## config.mk

```make
export PLATFORM = sky130hd
export DESIGN_NAME = rv_pipe_ctrl
export DESIGN_NICKNAME = d
export VERILOG_FILES = /design/src/rtl/rv_pipe_pkg.sv /design/src/rtl/rv_hazard_detect.sv /design/src/rtl/rv_pipe_ctrl.sv
export SDC_FILE = /design/constraint.sdc
export NUM_CORES = 1
export LEC_CHECK = 0
export BUFFER_PORTS_ARGS = -buffer_cell sky130_fd_sc_hd__buf_2
export CAP_MARGIN = 20
export CORE_MARGIN = 2
export CORE_UTILIZATION = 50
export DETAILED_ROUTE_END_ITERATION = 8
export MAX_ROUTING_LAYER = met4
export PLACE_DENSITY = 0.79
export SLEW_MARGIN = 25
export SYNTH_ARGS = -nofsm -noshare
export SYNTH_HDL_FRONTEND = slang
export SYNTH_HIERARCHICAL = 1
export SYNTH_SLANG_ARGS = --single-unit
```

## constraint.sdc

```tcl
create_clock -name clk -period 2.96 [get_ports clk]
set_input_delay 0.444 -clock clk [delete_from_list [all_inputs] [get_ports clk]]
set_output_delay 0.444 -clock clk [all_outputs]
set_load 0.01 [all_outputs]
```

## src/rtl/rv_pipe_pkg.sv

```systemverilog
// Shared types and constants for the 5-stage pipeline control core.
// Forward-select encoding, stage indices and default widths.
package rv_pipe_pkg;

    typedef enum logic [1:0] {
        FWD_RF  = 2'b00,
        FWD_MEM = 2'b01,
        FWD_WB  = 2'b10
    } fwd_sel_e;

    localparam int STG_ID  = 1;
    localparam int STG_EX  = 2;
    localparam int STG_MEM = 3;
    localparam int STG_WB  = 4;

    localparam int XLEN_DEF    = 64;
    localparam int RADDR_W_DEF = 5;

    function automatic fwd_sel_e fwd_pick(input logic mem_hit,
                                          input logic wb_hit);
        if (mem_hit)
            return FWD_MEM;
        else if (wb_hit)
            return FWD_WB;
        else
            return FWD_RF;
    endfunction

endpackage

```

## src/rtl/rv_hazard_detect.sv

```systemverilog
// ID-stage hazard detector; RV_FWD_EN selects load-use-only stalls,
// otherwise any RegWrite producer in EX or MEM stalls the consumer.
module rv_hazard_detect
    import rv_pipe_pkg::*;
#(
    parameter int RADDR_W = RADDR_W_DEF
) (
    input  logic               i_v_id,
    input  logic [RADDR_W-1:0] i_id_rs1,
    input  logic [RADDR_W-1:0] i_id_rs2,
    input  logic               i_id_use_rs1,
    input  logic               i_id_use_rs2,
    input  logic               i_v_ex,
    input  logic [RADDR_W-1:0] i_ex_rd,
    input  logic               i_ex_regwrite,
    input  logic               i_ex_memread,
    input  logic               i_v_mem,
    input  logic [RADDR_W-1:0] i_mem_rd,
    input  logic               i_mem_regwrite,
    output logic               o_hazard
);

`ifdef RV_FWD_EN
    localparam logic STALL_ALL = 1'b0;
`else
    localparam logic STALL_ALL = 1'b1;
`endif

    logic w_ex_q;
    logic w_mem_q;
    logic w_ex_hit;
    logic w_mem_hit;

    // Without forwarding every producer stalls; with it only loads in EX do.
    assign w_ex_q  = i_v_ex & i_ex_regwrite & (i_ex_memread | STALL_ALL);
    assign w_mem_q = i_v_mem & i_mem_regwrite & STALL_ALL;

    assign w_ex_hit = w_ex_q & (i_ex_rd != '0) &
                      ((i_id_use_rs1 & (i_id_rs1 == i_ex_rd)) |
                       (i_id_use_rs2 & (i_id_rs2 == i_ex_rd)));

    assign w_mem_hit = w_mem_q & (i_mem_rd != '0) &
                       ((i_id_use_rs1 & (i_id_rs1 == i_mem_rd)) |
                        (i_id_use_rs2 & (i_id_rs2 == i_mem_rd)));

    assign o_hazard = i_v_id & (w_ex_hit | w_mem_hit);

endmodule

```

## src/rtl/rv_pipe_ctrl.sv

```systemverilog
// Control core for the IF/ID/EX/MEM/WB pipeline: PC, valids, stall/flush.
// Define RV_FWD_EN to enable EX operand forwarding (load-use-only stalls).
module rv_pipe_ctrl
    import rv_pipe_pkg::*;
#(
    parameter int              XLEN     = XLEN_DEF,
    parameter int              RADDR_W  = RADDR_W_DEF,
    parameter logic [XLEN-1:0] RESET_PC = '0,
    parameter int              PC_STEP  = 4
) (
    input  logic               clk,
    input  logic               reset,
    input  logic               if_valid,
    input  logic [RADDR_W-1:0] id_rs1,
    input  logic [RADDR_W-1:0] id_rs2,
    input  logic               id_use_rs1,
    input  logic               id_use_rs2,
    input  logic [RADDR_W-1:0] id_rd,
    input  logic               id_regwrite,
    input  logic               id_memread,
    input  logic               ex_br_taken,
    input  logic [XLEN-1:0]    ex_br_target,
    output logic [XLEN-1:0]    pc,
    output logic               if_id_we,
    output logic               v_id,
    output logic               v_ex,
    output logic               v_mem,
    output logic               v_wb,
    output logic [1:0]         fwd_a_sel,
    output logic [1:0]         fwd_b_sel,
    output logic               wb_we,
    output logic               stall,
    output logic               flush
);

    logic [XLEN-1:0]      r_pc;
    logic [STG_WB:STG_ID] r_v;
    logic [RADDR_W-1:0]   r_ex_rd;
    logic [RADDR_W-1:0]   r_mem_rd;
    logic                 r_ex_regwrite;
    logic                 r_ex_memread;
    logic                 r_mem_regwrite;
    logic                 r_wb_regwrite;
    logic                 w_hazard;
    logic                 w_flush;
    logic                 w_stall;

    rv_hazard_detect #(
        .RADDR_W (RADDR_W)
    ) u_hazard (
        .i_v_id         (r_v[STG_ID]),
        .i_id_rs1       (id_rs1),
        .i_id_rs2       (id_rs2),
        .i_id_use_rs1   (id_use_rs1),
        .i_id_use_rs2   (id_use_rs2),
        .i_v_ex         (r_v[STG_EX]),
        .i_ex_rd        (r_ex_rd),
        .i_ex_regwrite  (r_ex_regwrite),
        .i_ex_memread   (r_ex_memread),
        .i_v_mem        (r_v[STG_MEM]),
        .i_mem_rd       (r_mem_rd),
        .i_mem_regwrite (r_mem_regwrite),
        .o_hazard       (w_hazard)
    );

    // A redirect kills the stalled ID instruction, so it overrides the stall.
    assign w_flush = ~reset & r_v[STG_EX] & ex_br_taken;
    assign w_stall = ~reset & w_hazard & ~w_flush;

    always_ff @(posedge clk) begin
        if (reset) begin
            r_pc           <= RESET_PC;
            r_v            <= '0;
            r_ex_rd        <= '0;
            r_mem_rd       <= '0;
            r_ex_regwrite  <= 1'b0;
            r_ex_memread   <= 1'b0;
            r_mem_regwrite <= 1'b0;
            r_wb_regwrite  <= 1'b0;
        end else begin
            r_v[STG_WB]    <= r_v[STG_MEM];
            r_v[STG_MEM]   <= r_v[STG_EX];
            r_mem_rd       <= r_ex_rd;
            r_mem_regwrite <= r_ex_regwrite;
            r_wb_regwrite  <= r_mem_regwrite;
            r_ex_rd        <= id_rd;
            r_ex_regwrite  <= id_regwrite;
            r_ex_memread   <= id_memread;
            if (w_flush) begin
                r_pc        <= ex_br_target;
                r_v[STG_ID] <= 1'b0;
                r_v[STG_EX] <= 1'b0;
            end else if (w_stall) begin
                r_v[STG_EX] <= 1'b0;
            end else begin
                r_v[STG_EX] <= r_v[STG_ID];
                r_v[STG_ID] <= if_valid;
                if (if_valid)
                    r_pc <= r_pc + XLEN'(PC_STEP);
            end
        end
    end

`ifdef RV_FWD_EN
    fwd_sel_e r_fwd_a;
    fwd_sel_e r_fwd_b;
    logic     w_ex_src;
    logic     w_mem_src;

    // Selects are resolved as the instruction enters EX: the current EX
    // producer will sit in MEM and the current MEM producer in WB.
    assign w_ex_src  = r_v[STG_EX] & r_ex_regwrite & (r_ex_rd != '0);
    assign w_mem_src = r_v[STG_MEM] & r_mem_regwrite & (r_mem_rd != '0);

    always_ff @(posedge clk) begin
        if (reset) begin
            r_fwd_a <= FWD_RF;
            r_fwd_b <= FWD_RF;
        end else if (w_flush | w_stall | ~r_v[STG_ID]) begin
            r_fwd_a <= FWD_RF;
            r_fwd_b <= FWD_RF;
        end else begin
            r_fwd_a <= fwd_pick(w_ex_src & (r_ex_rd == id_rs1),
                                w_mem_src & (r_mem_rd == id_rs1));
            r_fwd_b <= fwd_pick(w_ex_src & (r_ex_rd == id_rs2),
                                w_mem_src & (r_mem_rd == id_rs2));
        end
    end

    assign fwd_a_sel = r_fwd_a;
    assign fwd_b_sel = r_fwd_b;
`else
    assign fwd_a_sel = FWD_RF;
    assign fwd_b_sel = FWD_RF;
`endif

    assign pc       = r_pc;
    assign if_id_we = ~w_stall;
    assign v_id     = r_v[STG_ID];
    assign v_ex     = r_v[STG_EX];
    assign v_mem    = r_v[STG_MEM];
    assign v_wb     = r_v[STG_WB];
    assign wb_we    = r_v[STG_WB] & r_wb_regwrite;
    assign stall    = w_stall;
    assign flush    = w_flush;

endmodule

```

; Word level (Yosys, flattened, before mapping)
; Cells that the tools add are included.
[op_classes]
mux = 3
n_addsub = 1
bitwise = 22
n_eq_ne = 5
n_reduce_logical = 6
[op_table]
columns = cell, count
row1 = $mux 64, 3
row2 = $add 64x3->64 const B, 1
row3 = $eq 5x5->1, 4
row4 = $and 1x1->1, 16
row5 = $reduce_bool 5->1, 2
row6 = $not 1->1, 3
row7 = $or 1x1->1, 3
row8 = $reduce_or 3->1, 1
row9 = $ne 2x2->1 const B, 1
row10 = $reduce_and 2->1, 1
row11 = $reduce_bool 2->1, 1
row12 = $reduce_or 2->1, 1
[word_totals]
input_bits = 87
out_inout_bits = 76
word_cells = 46
reg_bits = 81

; Logic depth before layout (Yosys ltp)
[logic_depth]
word_depth = 10
ltp_mapped = 11
ltp_nobuf = 10

; Modules after synthesis
; The synthesis kept the hierarchy.
[modules_own_cells]
columns = mod, n_inst, cells_each, seq_area_each_um2, area_per_inst_um2
row1 = rv_pipe_ctrl, 1, 497, 1641.6, 4270.3
row2 = rv_hazard_detect, 1, 33, 0.0, 269.0

; Worst setup path after synthesis
; Ideal clock, no wire load.
[synth_path]
path_kind = flip-flop to flip-flop
from = register r_ex_rd[3]
to = register r_pc[52], in the netlist pc[52]
synth_period_minus_slack_ns = 2.647
setup_time_ns = 0.079
arrival_ns = 2.568
t_required_ns = 2.881
n_path_buf = 0
setup_slack_ns = 0.313
stages_incl_launch_ff = 10
path_cell_list = dfxtp_1 > or4_1 > o2111ai_1 > o22ai_1 > nor2b_1 > or3_4 > nor4_4 > nand4_1 > xor2_1 > a211oi_2
[synth_via]
elab_chain_cells = 10
elab_cells_between_ends = 14
classes_between = 3 x eq/ne / 9 x bitwise / 2 x reduce/logical
[synth_rtl]
columns = element, line
row1 = from (decl), rv_pipe_ctrl.sv:38  ; logic [RADDR_W-1:0] r_ex_rd;
row2 = from (signal assigned), rv_pipe_ctrl.sv:86  ; r_ex_rd <= id_rd;
row3 = "$eq 5x5->1, on equally long branches", "rv_hazard_detect.sv:39, rv_hazard_detect.sv:40"
row4 = "$and 1x1->1, on equally long branches", "rv_hazard_detect.sv:39, rv_hazard_detect.sv:40"
row5 = $or 1x1->1, rv_hazard_detect.sv:39  ; ((i_id_use_rs1 & (i_id_rs1 == i_ex_rd)) |
row6 = $and 1x1->1 (*), rv_hazard_detect.sv:38  ; assign w_ex_hit = w_ex_q & (i_ex_rd != '0) &
row7 = $or 1x1->1 (*), rv_hazard_detect.sv:46  ; assign o_hazard = i_v_id & (w_ex_hit | w_mem_hit);
row8 = $and 1x1->1 (*), rv_hazard_detect.sv:46
row9 = named net w_hazard, rv_pipe_ctrl.sv:44  ; logic w_hazard;
row10 = $and 1x1->1 (*) (2 in a row), rv_pipe_ctrl.sv:68  ; assign w_stall = ~reset & w_hazard & ~w_flush;
row11 = $ne 2x2->1 (no source line) (*), -
row12 = $reduce_and 2->1 (no source line) (*), -
row13 = to (signal assigned), rv_pipe_ctrl.sv:90  ; r_pc <= ex_br_target;
row14 = to (signal assigned), rv_pipe_ctrl.sv:99  ; r_pc <= r_pc + XLEN'(PC_STEP);
row15 = to (decl), rv_pipe_ctrl.sv:36  ; logic [XLEN-1:0] r_pc;
; The timed path passes the listed nets; every way through them passes the cells marked *.
; A chain may end at the register's enable or synchronous reset.

; Worst setup path after layout
[layout_path]
from = register r_mem_rd[1]
to = register r_pc[56], in the netlist pc[56]
[layout_via]
elab_chain_cells = 10
elab_cells_between_ends = 14
classes_between = 3 x eq/ne / 9 x bitwise / 2 x reduce/logical
[layout_rtl]
columns = element, line
row1 = from (decl), rv_pipe_ctrl.sv:39  ; logic [RADDR_W-1:0] r_mem_rd;
row2 = from (signal assigned), rv_pipe_ctrl.sv:83  ; r_mem_rd <= r_ex_rd;
row3 = "$eq 5x5->1, on equally long branches", "rv_hazard_detect.sv:43, rv_hazard_detect.sv:44"
row4 = "$and 1x1->1, on equally long branches", "rv_hazard_detect.sv:43, rv_hazard_detect.sv:44"
row5 = $or 1x1->1, rv_hazard_detect.sv:43  ; ((i_id_use_rs1 & (i_id_rs1 == i_mem_rd)) |
row6 = $and 1x1->1 (*), rv_hazard_detect.sv:42  ; assign w_mem_hit = w_mem_q & (i_mem_rd != '0) &
row7 = $or 1x1->1 (*), rv_hazard_detect.sv:46
row8 = $and 1x1->1 (*), rv_hazard_detect.sv:46
row9 = named net w_hazard, rv_pipe_ctrl.sv:44
row10 = $and 1x1->1 (*) (2 in a row), rv_pipe_ctrl.sv:68
row11 = $ne 2x2->1 (no source line) (*), -
row12 = $reduce_and 2->1 (no source line) (*), -
; Marked as above.

==> flow_metrics.env <==
export IMPL_outcome="finished clean"
export IMPL_maxCapViolations=0
export IMPL_grt_usage_pct=27.9
export IMPL_placed_area_um2=5460
export IMPL_grt_pass1_vias=4478
export IMPL_setup_slack_ns=0.0769
export IMPL_power_density_nw_per_um2=378
export IMPL_dieArea_um2=9800
export IMPL_hold_path_class="in -> reg"
export IMPL_hold_viol=0
export IMPL_io_buffers=157
export IMPL_htree_levels=3
export IMPL_fin_tns_setup_ns=0
export IMPL_power_mw=2.16
export IMPL_clk_pin_slew_ns=0.09
export IMPL_cts_sinks=81
export IMPL_skew_ns=0.0121
export IMPL_cp_cell_sequence="or4_1, o2111ai_1, o22ai_2, nor2b_4, or3_4, nor4b_4, nand4_1, xnor2_1, a22o_1"
export IMPL_rrSetupSlack_ns=0.08
export IMPL_path_delay_family="simple AND/OR/NAND/NOR gates"
export IMPL_post_place_ws_ns=0.0792
export IMPL_critPathSlowestCell="or4_1"
export IMPL_fin_cells=805
export IMPL_via_count=4738
export IMPL_drt_pass1_iterations=5
export IMPL_r2r_start="r_mem_rd[1]"
export IMPL_syn2layout_area_growth_pct=26.6
export IMPL_grt_pass1_wl_um=21900
export IMPL_dp_hpwl_um=9930
export IMPL_fmax_mhz=347
export IMPL_slowest_delay_ns=0.57
export IMPL_worst_r2r_path_depth=9
export IMPL_endpoint_kind="flip-flop"
export IMPL_place_inst=787
export IMPL_core_area_um2=8720
export IMPL_finalMaxSlewViolations=0
export IMPL_antenna_found_initial=0
export IMPL_diodes=0
export IMPL_setup_violations=0
export IMPL_avgSynthCellArea_um2=8.55
export IMPL_fin_crit_ns=2.88
export IMPL_die_x_um=99.0
export IMPL_peakVddDrop_v=0.000239
export IMPL_post_route_period_util_pct=97.4
export IMPL_cts_hold_buf=0
export IMPL_wl_um=13500
export IMPL_final_area_um2=5710
export IMPL_drive_gt1_share_pct=32.1
export IMPL_fill_cells=744
export IMPL_cp_arrival_ns=3.14
export IMPL_whs_ns=0.283
export IMPL_wl_per_cell_um=16.8
export IMPL_grt_max_degree=55
export IMPL_gr_total_overflow=0
export IMPL_cp_max_fo=5
export IMPL_die_h_um=99.0
export IMPL_yosys_warnings=6
export IMPL_worst_pin_slew_ns=0.573
export IMPL_cts_tree="yes"
export IMPL_clockBufferDepth=2
export IMPL_ant_nets=0
export IMPL_p_leak_nw=2.37
export IMPL_cts_root_buf="clkbuf_8"
export IMPL_viasPerCell=5.89
export IMPL_r2r_end="pc[56]"
export IMPL_drtIter0Drc=278
export IMPL_initial_core_util_pct=51.8
export IMPL_placementRows=34
export IMPL_crit_type="reg -> reg"
export IMPL_required_ns=3.22
export IMPL_maxSlewHeadroom_pct=61.5
export IMPL_min_delay_path_depth=3
export IMPL_utilization_pct=65.5
export IMPL_clock_latency_ns=0.36
export IMPL_min_delay_worst_endpoint="pc[1]"
export IMPL_drcViolationCount=0
export IMPL_start_kind="flip-flop"
export IMPL_syn_area_um2=4510
export IMPL_netlist_instances=528
export IMPL_cts_made_buffers=9
export IMPL_nNetsFinal=780
export IMPL_hold_path_startpoint="ex_br_target[1]"
export IMPL_pin_count=163
export IMPL_place_congestion=0.991
export IMPL_critical_path_buf_inv_count=0
## power breakdown
group          total [mW]  internal (mW)  leakage [nW]  switching (mW)
Combinational       0.218          0.107          1.62           0.111
Sequential           1.16           1.12         0.659          0.0398
Clock               0.785          0.337        0.0931           0.448
Total                2.16           1.56          2.37           0.599
## layout by cell type (no fill, tap or decap), types with 5 or more instances in the layout
cell	instances
buf_2	157
dfxtp_1	79
nor2_1	64
xor2_1	36
a211oi_1	32
nand2_1	31
nand4_1	28
nand3_1	26
xnor2_1	26
nor3_1	19
buf_4	19
nor2b_1	15
o21ai_0	15
inv_1	10
clkbuf_8	10
and4_1	9
nor4_1	9
a22o_1	7
and3_1	6
or3_1	6
a311oi_1	6
and2_1	5
a21oi_1	5
o211ai_1	5
## tightest hold or removal path, delay by kind of cell
family / cells / cell delay (ns)
compound gates: 1 / 0.05
simple gates: 1 / 0.03
buf+inv: 1 / 0.07
## flip-flops by register name, summed over array words and instances (netlist names)
| register | count |
|---|---|
| r_ex_rd | 5 |
| pc | 64 |
| r_mem_rd | 5 |
| r_ex_regwrite | 1 |
| r_v | 4 |
| r_wb_regwrite | 1 |
| r_mem_regwrite | 1 |
## worst max-delay path by stage
stage / startpoint / end / depth (start not counted)
floorplan: r_ex_rd[3] / pc[52] / 9
global placement: r_ex_rd[3] / pc[60] / 10
detailed placement: r_ex_rd[3] / pc[52] / 10
CTS: r_ex_rd[3] / pc[52] / 10
global route: r_mem_rd[1] / pc[56] / 9
finish: r_mem_rd[1] / pc[56] / 9
## routing by layer
layer	vias up	global-route usage [%]	routed length (um)
li1	2268	-	-
met1	2202	38.4	5860
met2	240	42.5	6250
met3	28	3.83	1130
met4	0	8.75	283
met5	-	-	0
## area by class of cell
type	count	area [um2]	share of cell area [%]
clock buffer	10	138	2.41
clock inverter	6	51.3	0.898
inverter	10	37.5	0.657
multi-input combinational	414	2800	49.0
sequential	81	1620	28.4
tap	108	135	2.37
timing repair buffer	176	928	16.3
## repair_timing
| item | in CTS | in global routing |
|---|---|---|
| setup buffers | 0 | 3 |
| setup endpoints to repair | 0 | 16 |
| gates resized for setup | 0 | 11 |
No activity file was read; power rests on OpenSTA's default activity.
